File: config.mk
export PLATFORM = sky130hd
export DESIGN_NAME = uart_mem_dump_flat
export DESIGN_NICKNAME = d
export VERILOG_FILES = /design/src/rtl/uart_mem_dump_if.sv /design/src/rtl/uart_mem_dump.sv /design/src/flat_wrapper.sv
export SDC_FILE = /design/constraint.sdc
export NUM_CORES = 1
export LEC_CHECK = 0
export CORE_MARGIN = 3
export CORE_UTILIZATION = 45
export CTS_BUF_LIST = sky130_fd_sc_hd__clkbuf_4 sky130_fd_sc_hd__clkbuf_8
export CTS_CLUSTER_SIZE = 16
export DETAILED_ROUTE_END_ITERATION = 16
export PLACE_DENSITY = 0.69
export SYNTH_ARGS = -nofsm -noshare
export SYNTH_HDL_FRONTEND = slang
export SYNTH_SLANG_ARGS = --single-unit
File: constraint.sdc
create_clock -name clock -period 5.9 [get_ports clock]
set_clock_uncertainty 0.1 [all_clocks]
set_input_delay 0.885 -clock clock [delete_from_list [all_inputs] [get_ports clock]]
set_output_delay 0.885 -clock clock [all_outputs]
set_load 0.02 [all_outputs]
File: src/rtl/uart_mem_dump_if.sv
// Word-read port between the dump engine and instruction/data memory; data returns one cycle after rd.
// No backpressure: memory must answer every strobe on the following cycle.
interface uart_mem_dump_if;
    logic        rd;
    logic [14:0] adr;
    logic [31:0] dat;

    modport master (output rd, output adr, input dat);
    modport slave  (input rd, input adr, output dat);
endinterface

File: src/rtl/uart_mem_dump.sv
// Streams word_cnt words from memory out of an 8N1 UART, LSB byte first; first start bit 3 cycles after start.
// No backpressure: start requests arriving while busy or in DONE are dropped, never queued.
module uart_mem_dump #(
    parameter int unsigned CLK_DIV = 87
) (
    input  logic            clock,
    input  logic            reset,
    input  logic            start_i,
    input  logic [14:0]     base_adr_i,
    input  logic [14:0]     word_cnt_i,
    uart_mem_dump_if.master mem,
    output logic            tx_o,
    output logic            busy_o,
    output logic            done_o
);
    typedef enum logic [2:0] {IDLE, FETCH, CAPTURE, START, DATA, STOP, DONE} state_t;

    localparam logic [15:0] BIT_RELOAD = 16'(CLK_DIV - 1);

    state_t      state_q;
    logic        tx_q;
    logic        busy_q;
    logic        done_q;
    logic        rd_q;
    logic [14:0] adr_q;
    logic [14:0] cnt_q;
    logic [15:0] timer_q;
    logic [2:0]  bit_q;
    logic [1:0]  byte_q;
    logic [31:0] word_q;

    logic [14:0] adr_d;
    logic [14:0] cnt_d;
    logic        bit_end;

    assign adr_d   = adr_q + 15'd1;
    assign cnt_d   = cnt_q - 15'd1;
    assign bit_end = (timer_q == 16'd0);

    always_ff @(posedge clock) begin
        if (reset) begin
            state_q <= IDLE;
            tx_q    <= 1'b1;
            busy_q  <= 1'b0;
            done_q  <= 1'b0;
            rd_q    <= 1'b0;
            adr_q   <= '0;
            cnt_q   <= '0;
            timer_q <= '0;
            bit_q   <= '0;
            byte_q  <= '0;
            word_q  <= '0;
        end else begin
            rd_q   <= 1'b0;
            done_q <= 1'b0;
            case (state_q)
                IDLE: begin
                    tx_q <= 1'b1;
                    if (start_i) begin
                        adr_q <= base_adr_i;
                        cnt_q <= word_cnt_i;
                        if (word_cnt_i == '0) begin
                            state_q <= DONE;
                            done_q  <= 1'b1;
                        end else begin
                            state_q <= FETCH;
                            rd_q    <= 1'b1;
                            busy_q  <= 1'b1;
                        end
                    end
                end
                FETCH: state_q <= CAPTURE;
                CAPTURE: begin
                    word_q  <= mem.dat;
                    byte_q  <= '0;
                    tx_q    <= 1'b0;
                    timer_q <= BIT_RELOAD;
                    state_q <= START;
                end
                START: begin
                    if (bit_end) begin
                        tx_q    <= word_q[0];
                        bit_q   <= '0;
                        timer_q <= BIT_RELOAD;
                        state_q <= DATA;
                    end else begin
                        timer_q <= timer_q - 16'd1;
                    end
                end
                DATA: begin
                    // The word shifts right one bit per data bit, so bytes leave in [7:0]..[31:24] order.
                    if (bit_end) begin
                        word_q  <= word_q >> 1;
                        timer_q <= BIT_RELOAD;
                        if (bit_q == 3'd7) begin
                            tx_q    <= 1'b1;
                            state_q <= STOP;
                        end else begin
                            tx_q  <= word_q[1];
                            bit_q <= bit_q + 3'd1;
                        end
                    end else begin
                        timer_q <= timer_q - 16'd1;
                    end
                end
                STOP: begin
                    if (bit_end) begin
                        if (byte_q != 2'd3) begin
                            byte_q  <= byte_q + 2'd1;
                            tx_q    <= 1'b0;
                            timer_q <= BIT_RELOAD;
                            state_q <= START;
                        end else if (cnt_d != '0) begin
                            cnt_q   <= cnt_d;
                            adr_q   <= adr_d;
                            rd_q    <= 1'b1;
                            state_q <= FETCH;
                        end else begin
                            cnt_q   <= '0;
                            busy_q  <= 1'b0;
                            done_q  <= 1'b1;
                            state_q <= DONE;
                        end
                    end else begin
                        timer_q <= timer_q - 16'd1;
                    end
                end
                DONE: begin
                    busy_q  <= 1'b0;
                    state_q <= IDLE;
                end
                default: state_q <= IDLE;
            endcase
        end
    end

    assign mem.rd  = rd_q;
    assign mem.adr = adr_q;
    assign tx_o    = tx_q;
    assign busy_o  = busy_q;
    assign done_o  = done_q;
endmodule

File: src/flat_wrapper.sv
// flat-port wrapper written by rule: the top's interface ports become plain ports
module uart_mem_dump_flat 
#(
    parameter int unsigned CLK_DIV = 87
)
  (clock, reset, start_i, base_adr_i, word_cnt_i, tx_o, busy_o, done_o, mem_rd, mem_adr, mem_dat);
  uart_mem_dump_if mem_i ();
  input  logic clock;
  input  logic reset;
  input  logic start_i;
  input  logic [14:0] base_adr_i;
  input  logic [14:0] word_cnt_i;
  output logic tx_o;
  output logic busy_o;
  output logic done_o;
  output wire logic [$bits(mem_i.rd)-1:0] mem_rd;
  output wire logic [$bits(mem_i.adr)-1:0] mem_adr;
  input wire logic [$bits(mem_i.dat)-1:0] mem_dat;
  assign mem_rd = mem_i.rd;
  assign mem_adr = mem_i.adr;
  assign mem_i.dat = mem_dat;
  uart_mem_dump #(.CLK_DIV(CLK_DIV)) u_core (.clock(clock), .reset(reset), .start_i(start_i), .base_adr_i(base_adr_i), .word_cnt_i(word_cnt_i), .mem(mem_i), .tx_o(tx_o), .busy_o(busy_o), .done_o(done_o));
endmodule
Word-level counts from Yosys, hierarchy flattened
Index checks and enable logic that the tools add are counted.
{"block": "totals", "regBits": 90, "elab_cells": 113}
{"block": "op_classes", "n_addsub": 5, "n_eq_ne": 20, "mux": 56, "n_reduce_logical": 21}
{"cell": "15-bit two-way mux", "count": 8}
{"cell": "32-bit case mux with 2 select lines", "count": 1}
{"cell": "15-bit case mux with 2 select lines", "count": 2}
{"cell": "16-bit two-way mux", "count": 3}
{"cell": "16-bit case mux with 3 select lines", "count": 1}
{"cell": "3-bit two-way mux", "count": 11}
{"cell": "32-bit two-way mux", "count": 1}
{"cell": "1-bit two-way mux", "count": 20}
{"cell": "3-bit case mux with 6 select lines", "count": 1}
{"cell": "16-bit zero test", "count": 1}
{"cell": "16-bit by 1-bit subtractor with 16-bit output (second input constant)", "count": 1}
{"cell": "15-bit by 1-bit adder with 15-bit output (second input constant)", "count": 1}
{"cell": "15-bit zero test", "count": 1}
{"cell": "5-bit AND reduction", "count": 3}
{"cell": "15-bit nonzero test", "count": 1}
{"cell": "15-bit by 1-bit subtractor with 15-bit output (second input constant)", "count": 1}
{"cell": "3-bit == test (second input constant)", "count": 4}
{"cell": "2-bit by 1-bit != test with 1-bit output (second input constant)", "count": 6}
{"cell": "2-bit != test (second input constant)", "count": 6}
{"cell": "4-bit AND reduction", "count": 2}
{"cell": "2-bit nonzero test", "count": 4}
{"cell": "3-bit by 2-bit == test with 1-bit output (second input constant)", "count": 2}
{"cell": "3-bit case mux with 2 select lines", "count": 1}
{"cell": "6-bit AND reduction", "count": 1}
{"cell": "15 further kinds", "count": 19}

Longest topological paths before layout
{"block": "depth", "word_depth": 6, "mapped_depth": 10, "ltp_nobuf": 8}

Least setup slack after synthesis
Ideal clock, no wire load.
{"block": "synth_timing", "path_type": "register to register", "startpoint": "register u_core.cnt_q[0]", "endpoint": "register u_core.cnt_q[0]", "setup_time_ns": 0.086, "arrival_time_ns": 2.518, "slack_ns": 3.195, "path_stages_with_launch": 11, "path_buffers": 2, "synth_period_minus_slack_ns": 2.705, "cell_sequence": "dfxtp_1 inv_1 ha_1 or3b_1 clkbuf_1 or4_4 and4_4 o211a_1 buf_2 or3_1 a221oi_2"}
{"block": "synth_between", "elab_chain_cells": 6}
{"element": "from (decl)", "line": "uart_mem_dump.sv:26", "rtl": "logic [14:0] cnt_q;"}
{"element": "from (signal assigned)", "line": "uart_mem_dump.sv:61", "rtl": "cnt_q <= word_cnt_i;"}
{"element": "from (signal assigned)", "line": "uart_mem_dump.sv:114", "rtl": "cnt_q <= cnt_d;"}
{"element": "15-bit by 1-bit subtractor with 15-bit output *", "line": "uart_mem_dump.sv:37", "rtl": "assign cnt_d = cnt_q - 15'd1;"}
{"element": "15-bit nonzero test", "line": "uart_mem_dump.sv:113", "rtl": "end else if (cnt_d != '0) begin"}
{"element": "15-bit two-way mux *", "line": "uart_mem_dump.sv:113"}
{"element": "15-bit two-way mux *", "line": "uart_mem_dump.sv:108", "rtl": "if (byte_q != 2'd3) begin"}
{"element": "15-bit two-way mux *", "line": "uart_mem_dump.sv:107", "rtl": "if (bit_end) begin"}
{"element": "15-bit case mux with 2 select lines *", "line": "uart_mem_dump.sv:56", "rtl": "case (state_q)"}
Every way passes the cells marked *; elsewhere a longest branch is shown, timed or not. The select of a mux whose other input is x is not followed.
A chain may end at the register's enable or synchronous reset.

Worst setup path after layout
{"block": "layout_timing", "startpoint": "register u_core.state_q[2]", "endpoint": "register u_core.word_q[15]"}
{"block": "layout_between", "elab_chain_cells": 3}
{"element": "from (decl)", "line": "uart_mem_dump.sv:20", "rtl": "state_t state_q;"}
{"element": "from (signal assigned)", "line": "uart_mem_dump.sv:42", "rtl": "state_q <= IDLE;"}
{"element": "from (signal assigned)", "line": "uart_mem_dump.sv:63", "rtl": "state_q <= DONE;"}
{"element": "from (signal assigned)", "line": "uart_mem_dump.sv:66", "rtl": "state_q <= FETCH;"}
{"element": "3-bit == test / 3-bit by 2-bit == test with 1-bit output (equally long branches)", "line": "uart_mem_dump.sv:56"}
{"element": "2-bit by 1-bit != test with 1-bit output (no source line) / 2-bit nonzero test (equally long branches)"}
{"element": "2-bit AND reduction (no source line)"}
{"element": "to (signal assigned)", "line": "uart_mem_dump.sv:74", "rtl": "word_q <= mem.dat;"}
{"element": "to (signal assigned)", "line": "uart_mem_dump.sv:93", "rtl": "word_q <= word_q >> 1;"}
{"element": "to (decl)", "line": "uart_mem_dump.sv:30", "rtl": "logic [31:0] word_q;"}
Parallel ways exist; a longest one is shown, timed or not.

==> impl_metrics.json <==
{
  "drtPass1Iterations": 5,
  "grt_usage": 0.215,
  "pin_count": 84,
  "rsz0062_at_grt": "false",
  "path_class": "reg -> reg",
  "rows": 38,
  "placedInstanceArea_sq_mm": 0.00598,
  "wl_met2_mm": 6.43,
  "cpPeakStageDelay_ns": 0.86,
  "grt_max_degree": 79,
  "final.setup.tns_ns": 0,
  "yosysWarnings": 0,
  "finalMaxSlewViolations": 0,
  "crit_path_end_kind": "register",
  "tightest_slew_ns": 1.07,
  "cap_violations": 0,
  "post-route-period-util": 0.590,
  "cp.required_ns": 6.06,
  "start_util": 0.467,
  "synth_edf_count": 0,
  "area_growth_pct": 20.0,
  "nNetsFinal": 804,
  "hold_viol_final": 0,
  "layout.cells.non_filler": 876,
  "ys_seq_elements": 90,
  "fmax_ghz": 0.287,
  "clk_latency_ns": 0.37,
  "final_area_sq_mm": 0.00618,
  "grt_pass1_vias": 4824,
  "ctsResizeCount": 0,
  "path_depth": 6,
  "routabilityCongestion": 0.879,
  "dieArea_sq_mm": 0.0128,
  "htreeDepth": 3,
  "syn-cell-area_sq_mm": 0.00515,
  "synth_top_area_frac": 0.350,
  "ys_async_sr_fraction": 0,
  "cts.clk_slew.worst_paths_ns": 0.09,
  "rr_worst_depth": 6,
  "yosysSeqAreaShare": 0.350,
  "routed_wirelength_mm": 14.0,
  "tritoncts": "done",
  "crit_chain": "nand2_1 > nor2_2 > buf_4 > a21o_2 > nor2_1 > a311oi_1",
  "wl_met3_um": 856,
  "grt_pass1_wl_mm": 23.1,
  "dr_total_vias": 5220,
  "die_w_um": 113,
  "critPathLaunchType": "register",
  "cts_sinks": 90,
  "wl_per_cell_um": 16.0,
  "place_inst": 860,
  "drive_gt1_frac": 0.0543,
  "cts_hold_buf": 0,
  "cp_slowest_cell": "a21o_2",
  "p_leak_nw": 2.09,
  "arrival_ns": 3.65,
  "diodes": 0,
  "synth_ff_type": "dfxtp_1",
  "outcome": "completed",
  "yosysUniqueCellTypes": 68,
  "postCtsSetupRepairBufs": 0,
  "synthCells": 684,
  "worstPathMaxFanout": 62,
  "slew_headroom": 0.287,
  "max-vdd-ir-drop_mv": 0.313,
  "crit_buf_inv": 1,
  "synth.area.top_cells": "dfxtp_1 (35%), nor2_1 (6.2%), nand2_1 (6.1%)",
  "min_path_cells": 2,
  "fin_crit_ns": 3.48,
  "grt_overflow": 0,
  "syn-num-nets": 757,
  "clockRootBuffer": "clkbuf_8",
  "ant_nets": 0,
  "antenna_found_initial": 0,
  "dpl.hpwl_mm": 9.44,
  "drc_errors": 0,
  "viasPerCell": 5.96,
  "hp-class": "reg -> reg",
  "wl_met1_mm": 6.57,
  "powerDensity_mw_per_mm2": 476,
  "die_h_um": 113,
  "core-area_sq_mm": 0.0110,
  "io_buffers": 83,
  "drt_iter0_drc": 412,
  "critPathTopFamily": "compound AO/OA/AOI/OAI gates",
  "syn_avg_cell_area_sq_um": 7.52,
  "cts_max_path_buffers": 2,
  "yosys.area.top_type": "dfxtp_1",
  "highest_layer": "met4",
  "setup_viol": 0,
  "cts_buffers": 9
}
## logic make-up after synthesis
group | Yosys count | share of synthesized area
buffers and inverters | 68 | 0.0532
adder cells (fa/ha/maj) | 8 | 0.0195
multiplexers | 1 | 0.00195
AND/OR/NAND/NOR | 278 | 0.260
flip-flops | 90 | 0.350
XOR/XNOR | 10 | 0.0170
AO/OA/AOI/OAI | 229 | 0.298
## report_power, final
part | switching, W | leakage, nW | internal, W
Clock | 0.000218 | 0.0962 | 0.000204
Combinational | 0.000933 | 1.26 | 0.000563
Sequential | 0.000196 | 0.736 | 0.000823
## path summary, 6_finish.rpt
kind / from / to / slack, ns
hold / removal: u_core.bit_q[2] / u_core.bit_q[2] / 0.37
setup reg to reg: u_core.state_q[2] / u_core.word_q[15] / 2.42
hold reg to reg: u_core.bit_q[2] / u_core.bit_q[2] / 0.37
setup / recovery: u_core.state_q[2] / u_core.word_q[15] / 2.42
## Yosys cell counts (4+ instances only)
master,n
o32ai_1,9
a311oi_1,35
nand4_1,9
inv_1,13
nand2_1,83
nand2b_1,8
a21o_1,4
a211oi_1,10
dfxtp_1,90
nor2_1,85
clkbuf_1,48
ha_1,8
nand3b_1,5
nand3_1,9
xnor2_1,6
o31ai_1,8
xor2_1,4
a22oi_1,7
nor3_1,23
a31oi_1,6
or4_1,4
o22ai_1,6
or2_2,4
or3_1,10
a21oi_1,57
nor2b_1,5
nor4_1,13
o21ai_0,57
## cell type report
type | instances | area, sq um
fillers | 1052 | 4850
multi-input cells | 526 | 3070
flip-flops and latches | 90 | 1800
repair buffers | 90 | 878
well taps | 140 | 175
clock buffers | 11 | 139
clock inverters | 5 | 55.1
inverters | 14 | 52.6
## cell usage in the layout, fill, tap and decap left out, types with 9 or more instances in the layout
cell type,Yosys,final
dfxtp_1,90,90
nor2_1,85,84
nand2_1,83,83
clkdlybuf4s50_1,0,82
o21ai_0,57,57
a21oi_1,57,57
a311oi_1,35,35
nor3_1,23,23
nor4_1,13,13
inv_1,13,13
or3_1,10,10
a211oi_1,10,10
o32ai_1,9,9
nand4_1,9,9
nand3_1,9,9
clkbuf_8,0,9
## flip-flops by register name, summed over array words and instances (netlist names), 2 cells and up
signal / cells
u_core.word_q: 32
u_core.timer_q: 16
u_core.cnt_q: 15
u_core.mem.adr: 15
u_core.bit_q: 3
u_core.state_q: 3
u_core.byte_q: 2
## per-stage QoR
stage          setup WS [ns]  total power (W)   util  hold slack, ns
5_1_grt                 2.01          0.00318  0.560           0.391
3_3_place_gp            2.66          0.00245  0.542           0.343
4_1_cts                 2.44          0.00294  0.560           0.370
2_1_floorplan           3.20          0.00212      -           0.336
6_report                2.42          0.00294  0.560           0.366
3_5_place_dp            2.47          0.00251  0.542           0.358
## worst register-to-register path, stage by stage, from the launching register on
cell and delay (ns):
dfxtp_1 0.63, nand2_1 0.74, nor2_2 0.26, buf_4 0.36
a21o_2 0.86, nor2_1 0.11, a311oi_1 0.31
## layer usage
metal,GRT usage,vias to the layer above
met3,0.0481,12
met1,0.304,2421
met4,0.0561,0
li1,-,2625
met2,0.331,162
met5,0,-
Note: power is estimated with default switching activity, not from simulation.
==> patch 1: new RTL, config.mk and constraints unchanged <==
The 7 states of `state_t` get a one-hot encoding in 7 bits.
--- a/src/rtl/uart_mem_dump.sv
+++ b/src/rtl/uart_mem_dump.sv
@@ -14,5 +14,5 @@
     output logic            done_o
 );
-    typedef enum logic [2:0] {IDLE, FETCH, CAPTURE, START, DATA, STOP, DONE} state_t;
+    typedef enum logic [6:0] {IDLE = 7'b0000001, FETCH = 7'b0000010, CAPTURE = 7'b0000100, START = 7'b0001000, DATA = 7'b0010000, STOP = 7'b0100000, DONE = 7'b1000000} state_t;
 
     localparam logic [15:0] BIT_RELOAD = 16'(CLK_DIV - 1);
Formal check against the unedited RTL: no difference found for any inputs over 10 cycles, from zero or initial values and one cycle with reset high; not proved beyond that.
==> patch 1 against the original RTL <==
  * Sequential cell count rose by 4
  * First-iteration DRC count grew 5.6%
  * Area after synthesis up 1.3%
  * Wire length increased by 1.8%
  * Cell area is 2.0% higher
  * Maximum frequency decreased by 7.3%
  * Count of clock-buffer cells in the layout down 1
  * Setup slack got worse by 0.27 ns
  * Core utilization is 0.86 points higher
  * Highest routed layer unchanged
Power is not compared: it rests on default switching activity, and its combinational part moved more than twofold at a synthesized area within 25%.
==> patch 1: results <==
{
  "p_int_mw": 1.032,
  "antenna_found_initial": 0,
  "ys_types": 68,
  "status": "complete, no violations",
  "p_leak_nw": 2.286,
  "max_slew_margin": 0.1736,
  "powerClk_mw": 0.494,
  "clkLatencyLatePin_ns": 0.38,
  "grt_pass1_vias": 4915,
  "dp_slack_ns": 2.249,
  "diodes": 0,
  "routed_via_density": 5.885,
  "drt-initial-drc-count": 435,
  "drive_above_1_share": 0.05423,
  "async_reset_ff_frac": 0,
  "gp_congestion": 0.9117,
  "yosysSeqAreaShare": 0.3611,
  "final_nets": 824,
  "num_vias": 5273,
  "port_buffers": 83,
  "cts_max_level": 3,
  "grt_use_total": 0.2213,
  "power_combinational_mw": 0.280,
  "clk_path_buf_depth": 2,
  "synthCells": 697,
  "synth_fp_nets": 770,
  "path_clk_slew_ns": 0.10,
  "worst-endpoint-arrival_ns": 3.89,
  "reg_top3": "u_core.word_q (32), u_core.timer_q (16)",
  "cp_slowest_cell": "nor3_2",
  "firstDrtPassIters": 6,
  "ir_drop_mv": 0.1439,
  "wire_per_inst_um": 15.88,
  "post_cts_buffers": 0,
  "critical-path-top-delay-family": "simple AND/OR/NAND/NOR gates",
  "ctsRootBufferMaster": "clkbuf_8",
  "p_seq_mw": 0.692,
  "netlist_top_cells_count": "129 x nand2_1, 101 x nor2_1, 94 x dfxtp_1",
  "hold_path.class": "reg -> reg",
  "yosys_warnings": 0,
  "grt_start_max_net_pins": 76,
  "worstPathMaxFanout": 17,
  "hpwl_um": 9674,
  "max_stage_delay_ns": 0.99,
  "dp_cells": 880,
  "grt_pass1_wl_um": 23740,
  "cts_resized": 0,
  "cts_buffers": 9,
  "yosys-top-cells-area": "dfxtp_1 36%, nand2_1 9.3%, nor2_1 7.3%",
  "place_area_um2": 6072
}
==> patch 1: routing by layer <==
layer	vias to the layer above	part of all wire	track usage
met1	2444	0.47	0.3022
met4	0	0.022	0.09215
met3	22	0.065	0.03448
met5	-	0	0
li1	2627	-	-
met2	180	0.45	0.3490
==> patch 1: layout make-up <==
class | instances | area [µm²]
fill | 1072 | 4781
multi-input combinational | 543 | 3095
sequential | 94 | 1882
clock inverter | 6 | 93.84
timing repair buffer | 88 | 863.3
clock buffer | 10 | 131.4
tap | 140 | 175.2
inverter | 15 | 56.30
==> patch 1: path summary, 6_finish.rpt <==
check / startpoint / end / slack [ns] / cells after the start
min: u_core.word_q[13]$_SDFFE_PP0P_ / u_core.word_q[12]$_SDFFE_PP0P_ / 0.38 / 2
max: u_core.cnt_q[0]$_SDFFE_PP0P_ / u_core.mem.adr[0]$_SDFFE_PP0P_ / 2.14 / 9
min reg2reg: u_core.word_q[13]$_SDFFE_PP0P_ / u_core.word_q[12]$_SDFFE_PP0P_ / 0.38 / 2
max reg2reg: u_core.cnt_q[0]$_SDFFE_PP0P_ / u_core.mem.adr[0]$_SDFFE_PP0P_ / 2.14 / 9
==> patch 1: worst min-delay path, stage by stage, from the launching register on <==
cell and delay, ns:
dfxtp_1 0.32, nand2_1 0.05, a311oi_1 0.07
==> patch 1: logic make-up (layout without fill, tap and decap cells) <==
kind of cell	count (synthesis)	count (layout)	share of synthesized area
AOI/OAI and AO/OA	169	169	0.2279
xor gates and xnor gates	18	18	0.03025
adders and majority gates	8	8	0.01921
buffers and inverters	60	119	0.04634
DFF	94	94	0.3611
muxes	3	3	0.006002
and+or+nand+nor	345	345	0.3092
==> patch 2: new RTL, same flow settings <==
Without the edit above. `CLK_DIV` is set to 87 in 2 places; all go to 65.
--- a/src/rtl/uart_mem_dump.sv
+++ b/src/rtl/uart_mem_dump.sv
@@ -2,5 +2,5 @@
 // No backpressure: start requests arriving while busy or in DONE are dropped, never queued.
 module uart_mem_dump #(
-    parameter int unsigned CLK_DIV = 87
+    parameter int unsigned CLK_DIV = 65
 ) (
     input  logic            clock,
--- a/src/flat_wrapper.sv
+++ b/src/flat_wrapper.sv
@@ -2,5 +2,5 @@
 module uart_mem_dump_flat 
 #(
-    parameter int unsigned CLK_DIV = 87
+    parameter int unsigned CLK_DIV = 65
 )
   (clock, reset, start_i, base_adr_i, word_cnt_i, tx_o, busy_o, done_o, mem_rd, mem_adr, mem_dat);
Function: no difference found for any inputs over 10 cycles, from zero or initial values and one cycle with reset high; that may be too few to reach the edited logic, so the function may still have changed.
==> patch 2 against the original RTL <==
  * Sequential cell count did not move
  * Cell area fell by 2.4%
  * Total power fell by 0.60%
  * Area after synthesis fell by 4.6%
  * Wire length fell by 7.2%
  * Setup slack improved by 0.037 ns
  * Global-route usage fell by 0.66 points
  * Clock power rose by 16%
  * Highest routed layer unchanged
==> patch 2: results <==
{
  "status": "complete, no violations",
  "gp_congestion": 0.9230,
  "num_vias": 4968,
  "synthCells": 647,
  "cp_slowest_cell": "nand2_1",
  "grt_pass1_wl_um": 21870,
  "yosysSeqAreaShare": 0.3672,
  "routed_via_density": 5.865,
  "reg2reg_depth": 8,
  "critical-path-top-delay-family": "simple AND/OR/NAND/NOR gates",
  "ys_types": 61,
  "crit_end": "u_core.mem.adr[11]$_SDFFE_PP0P_",
  "fmax_mhz": 290.1,
  "m1WireLength_um": 6095,
  "ir_drop_mv": 0.3049,
  "p_int_mw": 1.645,
  "yosys-top-cells-area": "dfxtp_1 37%, nand2_1 8.6%, nor2_1 7.5%",
  "drive_above_1_share": 0.05485,
  "wl_met2_um": 5858,
  "synth_fp_nets": 720,
  "max_stage_delay_ns": 0.65,
  "ctsRootBufferMaster": "clkbuf_8",
  "powerClk_mw": 0.489,
  "netlist_top_cells_count": "112 x nand2_1, 98 x nor2_1, 90 x dfxtp_1",
  "power_frac_comb": 0.473,
  "use_met2": 0.3309,
  "met1_usage": 0.2876,
  "hpwl_um": 8945,
  "p_leak_nw": 2.118,
  "finalWirelength_um": 12970,
  "drt-initial-drc-count": 436,
  "dp_slack_ns": 2.474,
  "worstPathMaxFanout": 29,
  "grt_use_total": 0.2079,
  "met3_length_um": 788,
  "use_met3": 0.03781,
  "max_slew_margin": 0.1961,
  "fillers": 1002
}
patch 2: changes by cell type after synthesis, moves of 5 or more:
cell,unedited run,this run
xnor2_1,6,12
nor3_1,23,12
nor2_1,85,98
o311ai_1,1,6
o21ai_1,1,12
a21oi_1,57,43
nand2b_1,8,3
or3_1,10,5
clkbuf_1,48,36
nand2_1,83,112
o32ai_1,9,3
o21ai_0,57,27
patch 2: area by class of cell:
class | count | area, µm² | share of cell area
multi-input combinational | 506 | 2918 | 0.4838
sequential | 90 | 1802 | 0.2988
timing repair buffer | 89 | 870.8 | 0.1444
tap | 136 | 170.2 | 0.02822
clock buffer | 10 | 137.6 | 0.02282
clock inverter | 6 | 95.09 | 0.01577
inverter | 10 | 37.54 | 0.006224
patch 2: worst min path at each step:
stage	startpoint	end	cells past startpoint
3_3_place_gp	u_core.word_q[10]$_SDFFE_PP0P_	u_core.word_q[9]$_SDFFE_PP0P_	2
2_1_floorplan	u_core.word_q[31]$_SDFFE_PP0P_	u_core.word_q[30]$_SDFFE_PP0P_	2
6_report	u_core.word_q[14]$_SDFFE_PP0P_	u_core.word_q[13]$_SDFFE_PP0P_	2
4_1_cts	u_core.word_q[14]$_SDFFE_PP0P_	u_core.word_q[13]$_SDFFE_PP0P_	2
3_5_place_dp	u_core.word_q[14]$_SDFFE_PP0P_	u_core.word_q[13]$_SDFFE_PP0P_	2
5_1_grt	u_core.word_q[21]$_SDFFE_PP0P_	u_core.word_q[20]$_SDFFE_PP0P_	2
patch 2: cells by family after synthesis:
logic type / Yosys count / synth area share
and+or+nand+nor: 298 / 0.2894
AOI/OAI and AO/OA: 180 / 0.2466
DFF: 90 / 0.3672
buffers and inverters: 51 / 0.04028
xor gates and xnor gates: 18 / 0.03213
adders and majority gates: 8 / 0.02040
muxes: 2 / 0.004080
